## src/rtl/partial_load_unit_if.sv

```systemverilog
// rtl/partial_load_unit_if.sv - bus bundle between the load-data stage and its producer/consumer
//
// Purpose: groups the writeback-side load inputs and the aligned result outputs.
// Signals:
//   in_valid       instruction/data/address valid this cycle
//   instruction    instruction in writeback (opcode [6:0], funct3 [14:12])
//   data_from_mem  raw aligned word read from data memory
//   mem_addr       effective load address (only [1:0] matter)
//   data_to_reg    aligned, extended load result
//   out_valid      data_to_reg valid
//   misaligned     address misaligned for the access size (flag only)
// Modports: master drives the inputs and observes the result; slave is the load unit.

interface partial_load_unit_if;
  logic        in_valid;
  logic [31:0] instruction;
  logic [31:0] data_from_mem;
  logic [31:0] mem_addr;
  logic [31:0] data_to_reg;
  logic        out_valid;
  logic        misaligned;

  modport master (
    output in_valid, instruction, data_from_mem, mem_addr,
    input  data_to_reg, out_valid, misaligned
  );

  modport slave (
    input  in_valid, instruction, data_from_mem, mem_addr,
    output data_to_reg, out_valid, misaligned
  );
endinterface

```

## src/rtl/partial_load_unit.sv

```systemverilog
// rtl/partial_load_unit.sv - RISC-V load-data alignment and sign/zero extension stage
//
// Purpose: picks the addressed byte/halfword out of the raw memory word, extends it
// according to funct3, and presents the register-file write value. Non-loads and
// undefined load funct3 codes pass the memory word through untouched.
// Ports:
//   clk     rising-edge clock
//   rst_n   asynchronous active-low reset (clears registered outputs)
//   bus     partial_load_unit_if.slave (see interface file for signal list)
// Parameter:
//   REG_OUT 1: outputs registered, 1-cycle latency; 0: purely combinational

module partial_load_unit #(
  parameter bit REG_OUT = 1'b1
) (
  input  logic                clk,
  input  logic                rst_n,
  partial_load_unit_if.slave  bus
);

  localparam logic [6:0] OPC_LOAD = 7'b0000011;

  localparam logic [2:0] F3_LB  = 3'b000;
  localparam logic [2:0] F3_LH  = 3'b001;
  localparam logic [2:0] F3_LW  = 3'b010;
  localparam logic [2:0] F3_LBU = 3'b100;
  localparam logic [2:0] F3_LHU = 3'b101;

  logic        is_load;
  logic [2:0]  funct3;
  logic [1:0]  byte_sel;
  logic [7:0]  ld_byte;
  logic [15:0] ld_half;
  logic [31:0] data_to_reg_d;
  logic        misaligned_d;

  // Only the opcode, funct3 and the low address bits steer the result.
  logic unused_bits;
  assign unused_bits = ^{bus.instruction[31:15], bus.instruction[11:7], bus.mem_addr[31:2]};

  always_comb begin
    is_load  = (bus.instruction[6:0] == OPC_LOAD);
    funct3   = bus.instruction[14:12];
    byte_sel = bus.mem_addr[1:0];

    case (byte_sel)
      2'd0:    ld_byte = bus.data_from_mem[7:0];
      2'd1:    ld_byte = bus.data_from_mem[15:8];
      2'd2:    ld_byte = bus.data_from_mem[23:16];
      default: ld_byte = bus.data_from_mem[31:24];
    endcase

    // Any nonzero byte offset selects the upper half, including odd misaligned ones.
    ld_half = (byte_sel == 2'b00) ? bus.data_from_mem[15:0] : bus.data_from_mem[31:16];

    data_to_reg_d = bus.data_from_mem;
    misaligned_d  = 1'b0;

    if (is_load) begin
      case (funct3)
        F3_LB:  data_to_reg_d = {{24{ld_byte[7]}}, ld_byte};
        F3_LBU: data_to_reg_d = {24'b0, ld_byte};
        F3_LH: begin
          data_to_reg_d = {{16{ld_half[15]}}, ld_half};
          misaligned_d  = byte_sel[0];
        end
        F3_LHU: begin
          data_to_reg_d = {16'b0, ld_half};
          misaligned_d  = byte_sel[0];
        end
        F3_LW: begin
          data_to_reg_d = bus.data_from_mem;
          misaligned_d  = (byte_sel != 2'b00);
        end
        default: data_to_reg_d = bus.data_from_mem;
      endcase
    end
  end

  if (REG_OUT) begin : g_reg
    logic [31:0] data_to_reg_q;
    logic        misaligned_q;
    logic        out_valid_q;
    logic        out_valid_d;

    always_comb begin
      out_valid_d = bus.in_valid;
    end

    // Data registers load every cycle; out_valid qualifies them downstream.
    always_ff @(posedge clk or negedge rst_n) begin
      if (!rst_n) begin
        data_to_reg_q <= 32'b0;
        misaligned_q  <= 1'b0;
        out_valid_q   <= 1'b0;
      end else begin
        data_to_reg_q <= data_to_reg_d;
        misaligned_q  <= misaligned_d;
        out_valid_q   <= out_valid_d;
      end
    end

    assign bus.data_to_reg = data_to_reg_q;
    assign bus.misaligned  = misaligned_q;
    assign bus.out_valid   = out_valid_q;
  end else begin : g_comb
    logic unused_clk;
    assign unused_clk = clk ^ rst_n;

    assign bus.data_to_reg = data_to_reg_d;
    assign bus.misaligned  = misaligned_d;
    assign bus.out_valid   = bus.in_valid;
  end

endmodule

```

## src/flat_wrapper.sv

```systemverilog
// flat-port wrapper written by rule: the top's interface ports become plain ports
module partial_load_unit_flat 
#(
  parameter bit REG_OUT = 1'b1
)
  (clk, rst_n, bus_in_valid, bus_instruction, bus_data_from_mem, bus_mem_addr, bus_data_to_reg, bus_out_valid, bus_misaligned);
  partial_load_unit_if bus_i ();
  input  logic clk;
  input  logic rst_n;
  input wire logic [$bits(bus_i.in_valid)-1:0] bus_in_valid;
  input wire logic [$bits(bus_i.instruction)-1:0] bus_instruction;
  input wire logic [$bits(bus_i.data_from_mem)-1:0] bus_data_from_mem;
  input wire logic [$bits(bus_i.mem_addr)-1:0] bus_mem_addr;
  output wire logic [$bits(bus_i.data_to_reg)-1:0] bus_data_to_reg;
  output wire logic [$bits(bus_i.out_valid)-1:0] bus_out_valid;
  output wire logic [$bits(bus_i.misaligned)-1:0] bus_misaligned;
  assign bus_i.in_valid = bus_in_valid;
  assign bus_i.instruction = bus_instruction;
  assign bus_i.data_from_mem = bus_data_from_mem;
  assign bus_i.mem_addr = bus_mem_addr;
  assign bus_data_to_reg = bus_i.data_to_reg;
  assign bus_out_valid = bus_i.out_valid;
  assign bus_misaligned = bus_i.misaligned;
  partial_load_unit #(.REG_OUT(REG_OUT)) u_core (.clk(clk), .rst_n(rst_n), .bus(bus_i));
endmodule
```

## config.mk

```make
export PLATFORM = sky130hd
export DESIGN_NAME = partial_load_unit_flat
export DESIGN_NICKNAME = d
export VERILOG_FILES = /design/src/rtl/partial_load_unit_if.sv /design/src/rtl/partial_load_unit.sv /design/src/flat_wrapper.sv
export SDC_FILE = /design/constraint.sdc
export NUM_CORES = 1
export LEC_CHECK = 0
export ABC_AREA = 1
export BUFFER_PORTS_ARGS = -buffer_cell sky130_fd_sc_hd__buf_2
export CAP_MARGIN = 0
export CORE_ASPECT_RATIO = 0.75
export CORE_MARGIN = 2
export CORE_UTILIZATION = 37
export CTS_CLUSTER_DIAMETER = 100
export DETAILED_ROUTE_END_ITERATION = 6
export GPL_TIMING_DRIVEN = 0
export HOLD_SLACK_MARGIN = 0.1
export MAX_ROUTING_LAYER = met4
export PLACE_DENSITY_LB_ADDON = 0.25
export SETUP_SLACK_MARGIN = 0.2
export SYNTH_ARGS = -nofsm -noshare
export SYNTH_HDL_FRONTEND = slang
export SYNTH_SLANG_ARGS = --single-unit
```

## constraint.sdc

```tcl
create_clock -name clk -period 0.8 [get_ports clk]
set_input_delay 0.08 -clock clk [delete_from_list [all_inputs] [get_ports clk]]
set_output_delay 0.08 -clock clk [all_outputs]
set_load 0.02 [all_outputs]
```

==> flow_results.org, run 1 <==
** Setup path
- In this run the worst path has a maximum fanout of 1.
- Data required time at the worst endpoint :: 0.72 ns
- The worst setup path is launched from a flop.
- The critical path goes through buf_6.
- CP max-delay cell :: sky130_fd_sc_hd__dfrtp_1
- Kind of critical path :: reg2out
- Beginning of the critical path :: u_core.bus.data_to_reg[4]$_DFF_PN0_
- The kind of cell with the highest combined delay along the critical path is flip-flops.
- Critical Path End Type :: primary output
- Buffer and inverter count on the worst path :: 1
- Data arrives at the worst endpoint at slightly above 0.8 ns.
- Slowest Stage Delay on Critical Path :: 0.39 ns

** Global routing
- After global routing the overflow that remains totals 0.
- The first global-routing pass estimated 10200 microns of wire.
- The number of antenna violations at the first check in global routing came to 0.
- For this run, the total global-route usage over all layers was measured as 0.244.
- Entering global routing, the biggest net connects 35 pins.
- Via count of the first global-routing pass :: around 2200

** CTS
- Post-CTS Hold Fix Bufs :: 1
- Max Root-Sink Buffers :: 2
- The tree is rooted in a sky130_fd_sc_hd__clkbuf_8.
- TritonCTS created 5 clock buffers.
- TritonCTS clock tree :: done
- The H-tree was split into 2 levels.
- Number of sinks on the clock net :: 34
- Clock transition at the registers of the reported paths :: 0.07 ns

** STA
- Worst Hold Margin :: -0.155 ns
- Final setup vio count :: 38
- Share of the clock period used by the worst path :: 1.11
- The routed design could run at a clock period as short as ~0.9 ns.
- The final hold violation count is 34.
- Smallest setup slack after layout :: -0.0918 ns
- Measured against its own limit, the worst slew margin works out to 0.512.
- The max-slew violation count came to 0.
- RSZ-0062 raised after global routing :: yes
- At the pin with the least slew margin, the transition time is 0.732 ns.
- Timing would allow up to 1120 MHz.

** Run status
- Outcome :: finished, violations left
- Violations in the final reports :: hold timing, setup timing

** Yosys
- The number of nets handed over by synthesis was 355.
- After synthesis the cells add up to roughly 1900 sq um.
- After synthesis the netlist holds a flip-flop and latch count of 34.
- After synthesis, the mean cell area works out to 7.29 sq um.
- The Yosys step of the flow raised 0 warnings.
- Number of distinct library cells after synthesis :: 24
- Synthesis produced a netlist whose cell count is 256.
- For this run, the register share of the synthesized area comes to 0.456.

** Die
- The floorplan has 22 rows.
- Effective utilization at floorplan :: 0.383
- Measured along the y axis, the die boundary spans 65.5 microns.
- Measured along the x axis, the die boundary spans between 80 and 90 microns.
- Count of boundary I/O pins :: 133
- Die area :: roughly 5600 sq um
- Area inside the core boundary :: around 5000 sq um

** Power and ir drop
- Pwr/cell area :: 1300 nW/um^2
- The design draws about 4.7 mW.
- IR analysis of the VDD net gives a maximum drop of 0.730 mV.
- In this run the static leakage power is 1.83 nW.

** Finish
- Of the cells placed in the final design, the portion with a size suffix greater than 1 is 0.584.
- The sequential cells in the finished layout cover a total of 851 sq um.
- Flip-flop count of the largest register after layout :: 32
- The area growth from synthesis to layout is 94.5%.
- Fill cells in the final layout number 308.
- Ant. Diodes :: 0
- Final net count :: 474
- In the final layout, the multi-input gates occupy 1240 sq um.

** Worst hold path
- In this run the worst hold path is classified as in2async.

** Routing
- Detailed-route via count :: ~2200
- Average wire per cell in the routed design :: approximately 15 microns
- # DRC :: 0
- Number of nets with antenna violations after detailed routing :: 0
- For this block, the routed nets add up to 6510 microns of wire.
- Drt first pass iters :: 4
- Using the TritonRoute via totals, the vias-per-cell ratio works out to just over 5.
- DRT iter0 DRCs :: 130

** Place
- Number of buffer cells added on primary ports :: 80
- Routability-driven placement congestion ratio :: 0.907
- Sum of net half-perimeters after detailed placement :: 3950 microns

** Job
- Max-cap violations in this run came to 0.
routing by layer:
layer	routed length (microns)	part of all wire	track usage
met5	0	0	-
met4	210	0.032	0.101
met3	500	0.077	0.0389
met2	3170	0.49	0.391
met1	2630	0.40	0.309
worst paths after layout:
path / endpoint / slack, ns / cells after the start
max in group asynchronous: u_core.bus.data_to_reg[1]$_DFF_PN0_ / 0.49 / 1
worst min-delay path: u_core.bus.data_to_reg[29]$_DFF_PN0_ / -0.15 / 1
min in group clk: u_core.bus.data_to_reg[10]$_DFF_PN0_ / 0.03 / 3
worst max-delay path: bus_data_to_reg[4] / -0.09 / 1
power by group:
group          internal [mW]  leakage, nW  switching [mW]
logic                  0.614         1.38           0.653
clock network          0.996       0.0573           0.612
registers               1.81        0.399          0.0401
layout by cell type (no fill, tap or decap), drive strengths merged, types with 2 or more instances in the layout:
| master | instances |
|---|---|
| a21boi | 8 |
| a21oi | 8 |
| buf | 114 |
| clkbuf | 12 |
| clkinv | 2 |
| dfrtp | 34 |
| inv | 17 |
| nand2 | 110 |
| nand3 | 17 |
| nor2 | 32 |
| o21ai | 15 |
per-stage QoR:
stage / setup slack (ns) / setup TNS (ns) / util / std cells / area [sq um]
after floorplan: -0.123 / -2.71 / - / 256 / 1970
after global placement: -0.483 / -13.29 / 0.501 / 396 / 2440
after detailed placement: -0.517 / -14.15 / 0.501 / 396 / 2440
after CTS: -0.0852 / -2.59 / 0.703 / 428 / 3430
after global routing: -0.117 / -4.21 / 0.745 / 435 / 3630
final: -0.0918 / -2.50 / 0.745 / 435 / 3630
kinds of logic (layout without fill, tap and decap cells):
kind of cell | count (synthesis) | count (layout) | synth area share
AND/OR/NAND/NOR | 162 | 162 | 0.374
flip-flops | 34 | 34 | 0.456
AO/OA/AOI/OAI | 31 | 31 | 0.0939
buffers and inverters | 29 | 148 | 0.0758
final cells by class:
| cell class | instances | area share |
|---|---|---|
| Multi-Input combinational cell | 193 | 0.341 |
| Timing Repair Buffer | 112 | 0.295 |
| Sequential cell | 34 | 0.234 |
| Buffer | 9 | 0.0448 |
| Inverter | 20 | 0.0328 |
| Clock buffer | 6 | 0.0228 |
| Tap cell | 60 | 0.0207 |
| Clock inverter | 1 | 0.00828 |
cells in the mapped netlist:
library cell	instances	area [sq um]
sky130_fd_sc_hd__a21boi_0	5	37.5
sky130_fd_sc_hd__a21boi_1	3	22.5
sky130_fd_sc_hd__a21oi_1	8	40.0
sky130_fd_sc_hd__buf_2	2	10.0
sky130_fd_sc_hd__buf_4	1	7.51
sky130_fd_sc_hd__buf_6	2	22.5
sky130_fd_sc_hd__buf_8	1	15.0
sky130_fd_sc_hd__clkbuf_1	3	11.3
sky130_fd_sc_hd__dfrtp_1	34	851
sky130_fd_sc_hd__inv_1	19	71.3
sky130_fd_sc_hd__inv_2	1	3.75
sky130_fd_sc_hd__nand2_1	105	394
sky130_fd_sc_hd__nand2_2	3	18.8
sky130_fd_sc_hd__nand2_4	2	22.5
sky130_fd_sc_hd__nand3_1	15	75.1
sky130_fd_sc_hd__nand3_2	1	10.0
sky130_fd_sc_hd__nand3_4	1	17.5
sky130_fd_sc_hd__nand3b_1	1	7.51
sky130_fd_sc_hd__nand4_1	1	6.26
sky130_fd_sc_hd__nor2_1	29	109
sky130_fd_sc_hd__nor2_2	1	6.26
sky130_fd_sc_hd__nor2_4	2	22.5
sky130_fd_sc_hd__o21ai_0	15	75.1
sky130_fd_sc_hd__or2_4	1	8.76
what timing repair did:
item                       4_1_cts  5_1_grt
hold endpoints to repair        60       58
gates resized for setup        185       28
setup endpoints to repair       67       67
gates cloned                     5        0
pin swaps                       34       28
setup buffers                   19        7
No activity file was read; power rests on OpenSTA's default activity.
==> inputs of run 2 (changes only) <==
--- a/config.mk
+++ b/config.mk
@@ -6,18 +6,20 @@
 export NUM_CORES = 1
 export LEC_CHECK = 0
 export ABC_AREA = 1
-export BUFFER_PORTS_ARGS = -buffer_cell sky130_fd_sc_hd__buf_2
+export BUFFER_PORTS_ARGS = -buffer_cell sky130_fd_sc_hd__buf_4
 export CAP_MARGIN = 0
+export CELL_PAD_IN_SITES_DETAIL_PLACEMENT = 1
+export CELL_PAD_IN_SITES_GLOBAL_PLACEMENT = 1
 export CORE_ASPECT_RATIO = 0.75
 export CORE_MARGIN = 2
-export CORE_UTILIZATION = 37
+export CORE_UTILIZATION = 24
 export CTS_CLUSTER_DIAMETER = 100
 export DETAILED_ROUTE_END_ITERATION = 6
 export GPL_TIMING_DRIVEN = 0
 export HOLD_SLACK_MARGIN = 0.1
 export MAX_ROUTING_LAYER = met4
 export PLACE_DENSITY_LB_ADDON = 0.25
-export SETUP_SLACK_MARGIN = 0.2
+export SETUP_SLACK_MARGIN = 0.5
 export SYNTH_ARGS = -nofsm -noshare
 export SYNTH_HDL_FRONTEND = slang
 export SYNTH_SLANG_ARGS = --single-unit
==> run 2 against run 1 <==
Against the previous run:
- the flow still finishes with violations (hold timing, setup timing)
- combinational power increased by 6%
- global-route usage fell by 3.9 points
- clock power decreased by 11%
- sequential share of layout area down 0.89 points
- power down 2.2%
- sequential power barely moved
- non-clock buffer count fell by 1
- cell area up 4.0%
- count of clock-buffer cells in the layout stayed put
- setup slack worse by 0.053 ns
- critical path type is now in2reg
- critical endpoint is now u_core.bus.data_to_reg[13]$_DFF_PN0_
- largest cell class unchanged
==> flow_results.org, run 2 (same netlist as run 1, synthesis figures left out) <==
** Power and ir drop
- The reported leakage power is 1.87 nW (was 1.83 nW).
- The power density over the cells came to 1220 nW/um^2 (was 1300 nW/um^2).
- The highest ir drop seen on vdd was 0.647 mV (was 0.730 mV).

** Place
- The cell count after placement was 437 (was 396).
- Placed instance area :: 2690 sq um (was 2440 sq um)
- The half-perimeter wire length after detailed placement was 5180 microns (was 3950 microns).
- The number of input and output port buffers inserted is 80 (unchanged).
- The final RePlAce weighted congestion was 0.818 (was 0.907).

** STA
- Total Negative Setup Slacks :: -4.75 ns (was -2.50 ns)
- Share of the clock period used by the worst path :: 1.18 (was 1.11)
- The final hold violation count is 35 (was 34).
- The slew of the pin with the lowest slew margin is 0.432 ns (was 0.732 ns).
- Max transition margin :: 0.712 (was 0.512)
- Peak clock frequency supported by timing :: 1060 MHz (was 1120 MHz)
- Final period demand of the worst path :: 0.944 ns (was 0.892 ns)
- The worst hold margin is -0.281 ns (was -0.155 ns).
- RSZ-0062 raised after global routing: yes (unchanged).
- Smallest setup slack after layout :: -0.144 ns (was -0.0918 ns)
- Pins Over Slew Limit :: 0 (unchanged)
- Final setup vio count :: 66 (was 38)

** Run status
- Outcome: finished, violations left (unchanged).
- Violations in the final reports: hold timing, setup timing (unchanged).

** Finish
- Leading cell types in the layout, fill and taps excluded: 52 x sky130_fd_sc_hd__buf_6, 51 x sky130_fd_sc_hd__nand2_1, 51 x sky130_fd_sc_hd__buf_4 (was 73 x sky130_fd_sc_hd__nand2_1, 46 x sky130_fd_sc_hd__buf_6, 37 x sky130_fd_sc_hd__buf_2).
- Post-layout instance area :: 3770 sq um (was 3630 sq um)
- The share of the core filled with cells in the final layout came to 0.508 (was 0.745).
- The number of diodes was 0 (unchanged).
- Final net count :: 473 (was 474)
- Commonest non-fill, non-tap cell in the layout :: sky130_fd_sc_hd__buf_6 (was sky130_fd_sc_hd__nand2_1)
- Flip-flop count of the largest register after layout :: 32 (unchanged)
- The synthesis-to-layout area growth was 102% (was 94.5%).
- The share of layout cells above drive strength 1 was 0.632 (was 0.584).
- The number of cells in the finished layout apart from fillers came to 476 (was 435).

** Global routing
- The wire length of the first global-routing pass was 12800 microns (was 10200 microns).
- Number of antenna violations at the first check in global routing :: 0 (unchanged)
- The overall fraction of global-route tracks in use was 0.205 (was 0.244).
- The overflow left after global routing is 0 (unchanged).
- Maximum number of pins on one net before global-route repair :: 35 (unchanged)
- Via count of the first global-routing pass :: 2361 (was 2189)

** Routing
- The ratio of routed vias to standard cells is 4.61 (was 5.11).
- The number of DRC violations after detailed routing was 0 (unchanged).
- Number of nets with antenna violations after detailed routing :: 0 (unchanged)
- The final wirelength was 8880 microns (was 6510 microns).
- The violation count after the first detailed-routing iteration came to 208 (was 130).
- Drt first pass iters :: 4 (unchanged)
- Average wire per cell in the routed design :: 18.7 microns (was 15.0 microns)
- Detailed-route via count :: 2193 (was 2221)

** CTS
- Num CTS Buffers :: 5 (unchanged)
- The clock-pin slew of the registers on the worst-case setup and hold paths was 0.07 ns (about the same).
- Root buffer cell :: sky130_fd_sc_hd__clkbuf_8 (unchanged)
- Max Root-Sink Buffers :: 2 (unchanged)
- H-tree levels :: 2 (unchanged)
- TritonCTS clock tree :: done (unchanged)
- The number of clock sinks seen by CTS came to 34 (unchanged).

** Die
- Effective utilization at floorplan :: 0.251 (was 0.383)
- The top-level port count came to 133 (unchanged).
- The die outline area was 8500 sq um (was 5630 sq um).
- The count of standard-cell rows is 27 (was 22).
- The floorplan die height is 80.4 microns (was 65.5 microns).
- The chip width is 106 microns (was 86.0 microns).
- The core footprint is 7430 sq um (was 4870 sq um).

** Setup path
- The critical path endpoint category is a flop (was primary output).
- The critical path required time came to 0.98 ns (was 0.72 ns).
- Data arrival time at the worst-slack endpoint :: 1.12 ns (was 0.81 ns)
- Kind of critical path :: in2reg (was reg2out)
- Critical Path Fanout Max :: 6 (was 1)
- Critical Path Start Type :: input port (was flop)

** Worst hold path
- The worst min-delay path class was in2async (unchanged).

** Job
- The max-cap check violation count is 0 (unchanged).
## run 2: changes by cell type in the layout (fill, tap and decap cells not counted), sizes merged
| cell | before | now |
|---|---|---|
| dlygate4sd3 | 1 | 0 |
| clkbuf | 12 | 11 |
| inv | 17 | 19 |
| bufinv | 1 | 0 |
| clkinv | 2 | 1 |
| clkinvlp | 1 | 2 |
| buf | 114 | 115 |
## run 2: path summary, 6_finish.rpt
path | from | endpoint | slack, ns | cells after the start
min in group clk | bus_in_valid | u_core.bus.out_valid$_DFF_PN0_ | -0.11 | 1
max | bus_instruction[2] | u_core.bus.data_to_reg[13]$_DFF_PN0_ | -0.14 | 10
max in group asynchronous | rst_n | u_core.bus.data_to_reg[13]$_DFF_PN0_ | 0.77 | 1
min | rst_n | u_core.bus.out_valid$_DFF_PN0_ | -0.28 | 1
## run 2: critical path, cell delays in order
cell                        delay, ns
sky130_fd_sc_hd__buf_8           0.10
sky130_fd_sc_hd__inv_8           0.04
sky130_fd_sc_hd__nand2_4         0.04
sky130_fd_sc_hd__nor2_4          0.11
sky130_fd_sc_hd__nand3b_1        0.09
sky130_fd_sc_hd__buf_6           0.15
sky130_fd_sc_hd__buf_6           0.14
sky130_fd_sc_hd__clkbuf_16       0.16
sky130_fd_sc_hd__o21ai_2         0.14
sky130_fd_sc_hd__nand2_1         0.07
## run 2: per-layer routing
layer	track usage	share of wire	vias up
li1	-	-	1037
met5	-	0	-
met4	0.0408	0.0074	0
met3	0.0373	0.059	8
met1	0.262	0.42	1062
met2	0.345	0.51	86
## run 2: timing repair
action / 4_1_cts / 5_1_grt
endpoints found under the hold margin: 60 / 60
setup buffers: 19 / 7
endpoints found under the setup margin: 67 / 67
pin swaps: 24 / 31
gates resized for setup: 149 / 47
gates cloned: 5 / 0
## run 2: area by class of cell
type                            instances  area, sq um
Multi-Input combinational cell        193         1300
Buffer                                  9          136
Clock buffer                            6         82.6
Fill cell                             848         3660
Tap cell                              101          126
Timing Repair Buffer                  111         1150
Clock inverter                          2         12.5
Inverter                               20          116
Sequential cell                        34          851
## run 2: where the power goes
group	internal (mW)	switching [mW]
clock	0.693	0.732
combinational	0.627	0.715
sequential	1.81	0.0446
total	3.13	1.49
## run 2: metrics by stage
stage	hold slack [ns]	worst slack [ns]	power [mW]
CTS	-0.258	-0.112	4.47
finish	-0.281	-0.144	4.62
global placement	0.0579	-0.593	2.83
detailed placement	0.0618	-0.562	2.84
global route	-0.249	-0.214	4.81
floorplan	-0.216	-0.123	2.33
==> inputs of run 3 (changes only) <==
--- a/config.mk
+++ b/config.mk
@@ -12,7 +12,7 @@
 export CELL_PAD_IN_SITES_GLOBAL_PLACEMENT = 1
 export CORE_ASPECT_RATIO = 0.75
 export CORE_MARGIN = 2
-export CORE_UTILIZATION = 24
+export CORE_UTILIZATION = 27
 export CTS_CLUSTER_DIAMETER = 100
 export DETAILED_ROUTE_END_ITERATION = 6
 export GPL_TIMING_DRIVEN = 0
==> constraint.sdc (replaced) <==
create_clock -name clk -period 0.9 [get_ports clk]
set_input_delay 0.09 -clock clk [delete_from_list [all_inputs] [get_ports clk]]
set_output_delay 0.09 -clock clk [all_outputs]
set_load 0.02 [all_outputs]
==> run 3 against run 2 <==
Against the previous run:
- the flow still finishes with violations (hold timing, setup timing)
- largest power group unchanged
- count of clock-buffer cells in the layout unchanged
- global-route usage up 2.8 points
- via count up 2.9%
- worst hold slack better by 0.0034 ns
- largest cell class is now buffers
- first-iteration DRC count down 22%
- cell area down 0.33%
==> flow_results.org, run 3 (same netlist as run 1, synthesis figures left out) <==
** Run status
- Outcome :: finished, violations left (unchanged)
- Violations in the final reports: hold timing, setup timing (unchanged).

** Global routing
- Aggregate global-route resource usage :: 0.233 (was 0.205)
- The largest net degree at the start of global routing is 35 (unchanged).
- The overflow left after global routing is 0 (unchanged).
- Via count of the first global-routing pass :: 2487 (was 2361)
- The number of antenna violations at the first check in global routing was 0 (unchanged).
- First-pass GRT wire length :: 13300 microns (was 12800 microns)

** STA
- Worst Hold Margin :: -0.278 ns (was -0.281 ns)
- Counting I/O delays and the setup requirement, the final critical path takes 0.960 ns.
- The final hold violation count came to 36 (was 35).
- RSZ-0062 raised after global routing: yes (unchanged).
- Pins Over Slew Limit :: 0 (unchanged)
- Peak clock frequency supported by timing :: 1040 MHz
- The max-slew headroom at the worst pin was 0.702 (was 0.712).
- The worst setup margin was -0.0597 ns (was -0.144 ns).
- Final setup vio count :: 23 (was 66)
- Share of the clock period used by the worst path :: 1.07
- The slew of the pin with the lowest slew margin came to 0.447 ns (was 0.432 ns).

** Setup path
- The arrival time reported for the critical path endpoint came to 1.20 ns (was 1.12 ns).
- The critical path class is in2reg (unchanged).
- The highest fanout seen on the critical path was 5 (was 6).
- The critical path endpoint category is a flop (unchanged).
- Critical Path Start Type :: input port (unchanged)
- The critical path launch point was bus_mem_addr[1] (was bus_instruction[2]).
- The critical path required time was 1.14 ns (was 0.98 ns).

** Routing
- The total vias in the final route came to 2257 (was 2193).
- Drt first pass iters :: 4 (unchanged)
- DRT iter0 DRCs :: 162 (was 208)
- The final wirelength came to 8850 microns (was 8880 microns).
- The wire length per cell after detailed routing came to 19.2 microns (was 18.7 microns).
- Vias per Instance :: 4.89 (was 4.61)
- # DRC :: 0 (unchanged)
- The remaining antenna violation count after routing was 0 (unchanged).

** Power and ir drop
- Final total power :: 4.41 mW (was 4.62 mW)
- Pwr/cell area :: 1170 nW/um^2 (was 1220 nW/um^2)
- The reported leakage power was 1.90 nW (was 1.87 nW).
- Maximum VDD drop :: 0.585 mV (was 0.647 mV)

** Finish
- Leading cell types in the layout, fill and taps excluded :: 70 x sky130_fd_sc_hd__nand2_1, 55 x sky130_fd_sc_hd__buf_4, 52 x sky130_fd_sc_hd__buf_6 (was 52 x sky130_fd_sc_hd__buf_6, 51 x sky130_fd_sc_hd__nand2_1, 51 x sky130_fd_sc_hd__buf_4)
- Commonest non-fill, non-tap cell in the layout :: sky130_fd_sc_hd__nand2_1 (was sky130_fd_sc_hd__buf_6)
- The cell area after layout is 3760 sq um (was 3770 sq um).
- The number of diodes is 0 (unchanged).
- Proportion of layout cells with a drive suffix above 1 :: 0.579 (was 0.632)
- Flip-flop count of the largest register after layout :: 32 (unchanged)
- The number of nets in the final layout came to 477 (was 473).
- The synthesis-to-layout area growth came to 102% (about the same).

** Die
- Count of boundary I/O pins :: 133 (unchanged)
- Number of placement rows :: 26 (was 27)
- Effective utilization at floorplan :: 0.276 (was 0.251)
- The chip width was 100 microns (was 106 microns).
- Area inside the core boundary :: 6770 sq um (was 7430 sq um)
- The floorplan die height is 76.0 microns (was 80.4 microns).
- Die area :: 7600 sq um (was 8500 sq um)

** Job
- The max-cap check violation count is 0 (unchanged).

** CTS
- The number of buffers between clock root and the deepest sink came to 2 (unchanged).
- Number of sinks on the clock net :: 34 (unchanged)
- Num CTS Buffers :: 5 (unchanged)
- H-tree levels :: 2 (unchanged)
- TritonCTS clock tree :: done (unchanged)
- Clock transition at the registers of the reported paths :: 0.08 ns (was 0.07 ns)
- Root buffer cell :: sky130_fd_sc_hd__clkbuf_8 (unchanged)

** Worst hold path
- The worst min-delay path class is in2async (unchanged).

** Place
- Number of buffer cells added on primary ports :: 80 (unchanged)
- The post-place instance area was 2670 sq um (was 2690 sq um).
- The final RePlAce weighted congestion came to 0.819 (was 0.818).
- The half-perimeter wire length after detailed placement was 5130 microns (was 5180 microns).
[run 3: cell count changes in the layout (fill, tap and decap cells not counted), sizes merged]
cell      previous run  this run
clkinvlp             2         1
bufinv               0         1
clkinv               1         0
clkbuf              11        12
buf                115       118
[run 3: worst max-delay path, stage by stage]
cell and delay (ns):
sky130_fd_sc_hd__buf_12 0.11, sky130_fd_sc_hd__nor2_4 0.19, sky130_fd_sc_hd__nand2_2 0.11, sky130_fd_sc_hd__nand3_4 0.08, sky130_fd_sc_hd__nand3_4 0.13, sky130_fd_sc_hd__nand2_4 0.13
sky130_fd_sc_hd__nand2_8 0.07, sky130_fd_sc_hd__buf_6 0.12, sky130_fd_sc_hd__buf_8 0.12, sky130_fd_sc_hd__nand2_2 0.04
[run 3: power breakdown]
group	internal, mW	switching (mW)
sequential	1.61	0.0382
clock	0.886	0.616
combinational	0.605	0.661
total	3.10	1.31
[run 3: timing repair]
item | 4_1_cts | 5_1_grt
endpoints found under the setup margin | 67 | 67
setup buffers | 30 | 1
hold endpoints to repair | 60 | 58
pin swaps | 40 | 11
gates resized for setup | 152 | 31
gates cloned | 4 | 0
[run 3: per-stage QoR]
stage | instances | utilization | setup TNS (ns) | worst slack [ns]
2_1_floorplan | 256 | - | -0.446 | -0.0333
3_3_place_gp | 420 | 0.395 | -11.50 | -0.441
3_5_place_dp | 420 | 0.395 | -12.74 | -0.500
4_1_cts | 461 | 0.536 | -0.206 | -0.0310
5_1_grt | 462 | 0.556 | -2.09 | -0.117
6_report | 462 | 0.556 | -0.638 | -0.0597
[run 3: cell type report]
| type | count | area (sq um) |
|---|---|---|
| fillers | 774 | 3010 |
| multi-input cells | 193 | 1250 |
| repair buffers | 115 | 1170 |
| flip-flops and latches | 34 | 851 |
| plain buffers | 9 | 153 |
| inverters | 20 | 121 |
| well taps | 84 | 105 |
| clock buffers | 6 | 82.6 |
| clock inverters | 1 | 30.0 |
[run 3: per-layer routing]
metal | share of wire | global-route usage | wire [microns] | vias to the layer above
li1 | - | - | - | 1036
met1 | 0.43 | 0.298 | 3810 | 1117
met2 | 0.49 | 0.384 | 4320 | 86
met3 | 0.055 | 0.0349 | 486 | 18
met4 | 0.027 | 0.0712 | 235 | 0
met5 | 0 | - | 0 | -
[run 3: worst max path at each step]
stage | endpoint | slack [ns] | depth (start not counted)
2_1_floorplan | u_core.bus.data_to_reg[22]$_DFF_PN0_ | -0.03 | 9
3_3_place_gp | u_core.bus.data_to_reg[11]$_DFF_PN0_ | -0.44 | 8
3_5_place_dp | u_core.bus.data_to_reg[11]$_DFF_PN0_ | -0.50 | 8
4_1_cts | bus_data_to_reg[6] | -0.03 | 1
5_1_grt | u_core.bus.data_to_reg[29]$_DFF_PN0_ | -0.12 | 10
6_report | u_core.bus.data_to_reg[26]$_DFF_PN0_ | -0.06 | 10
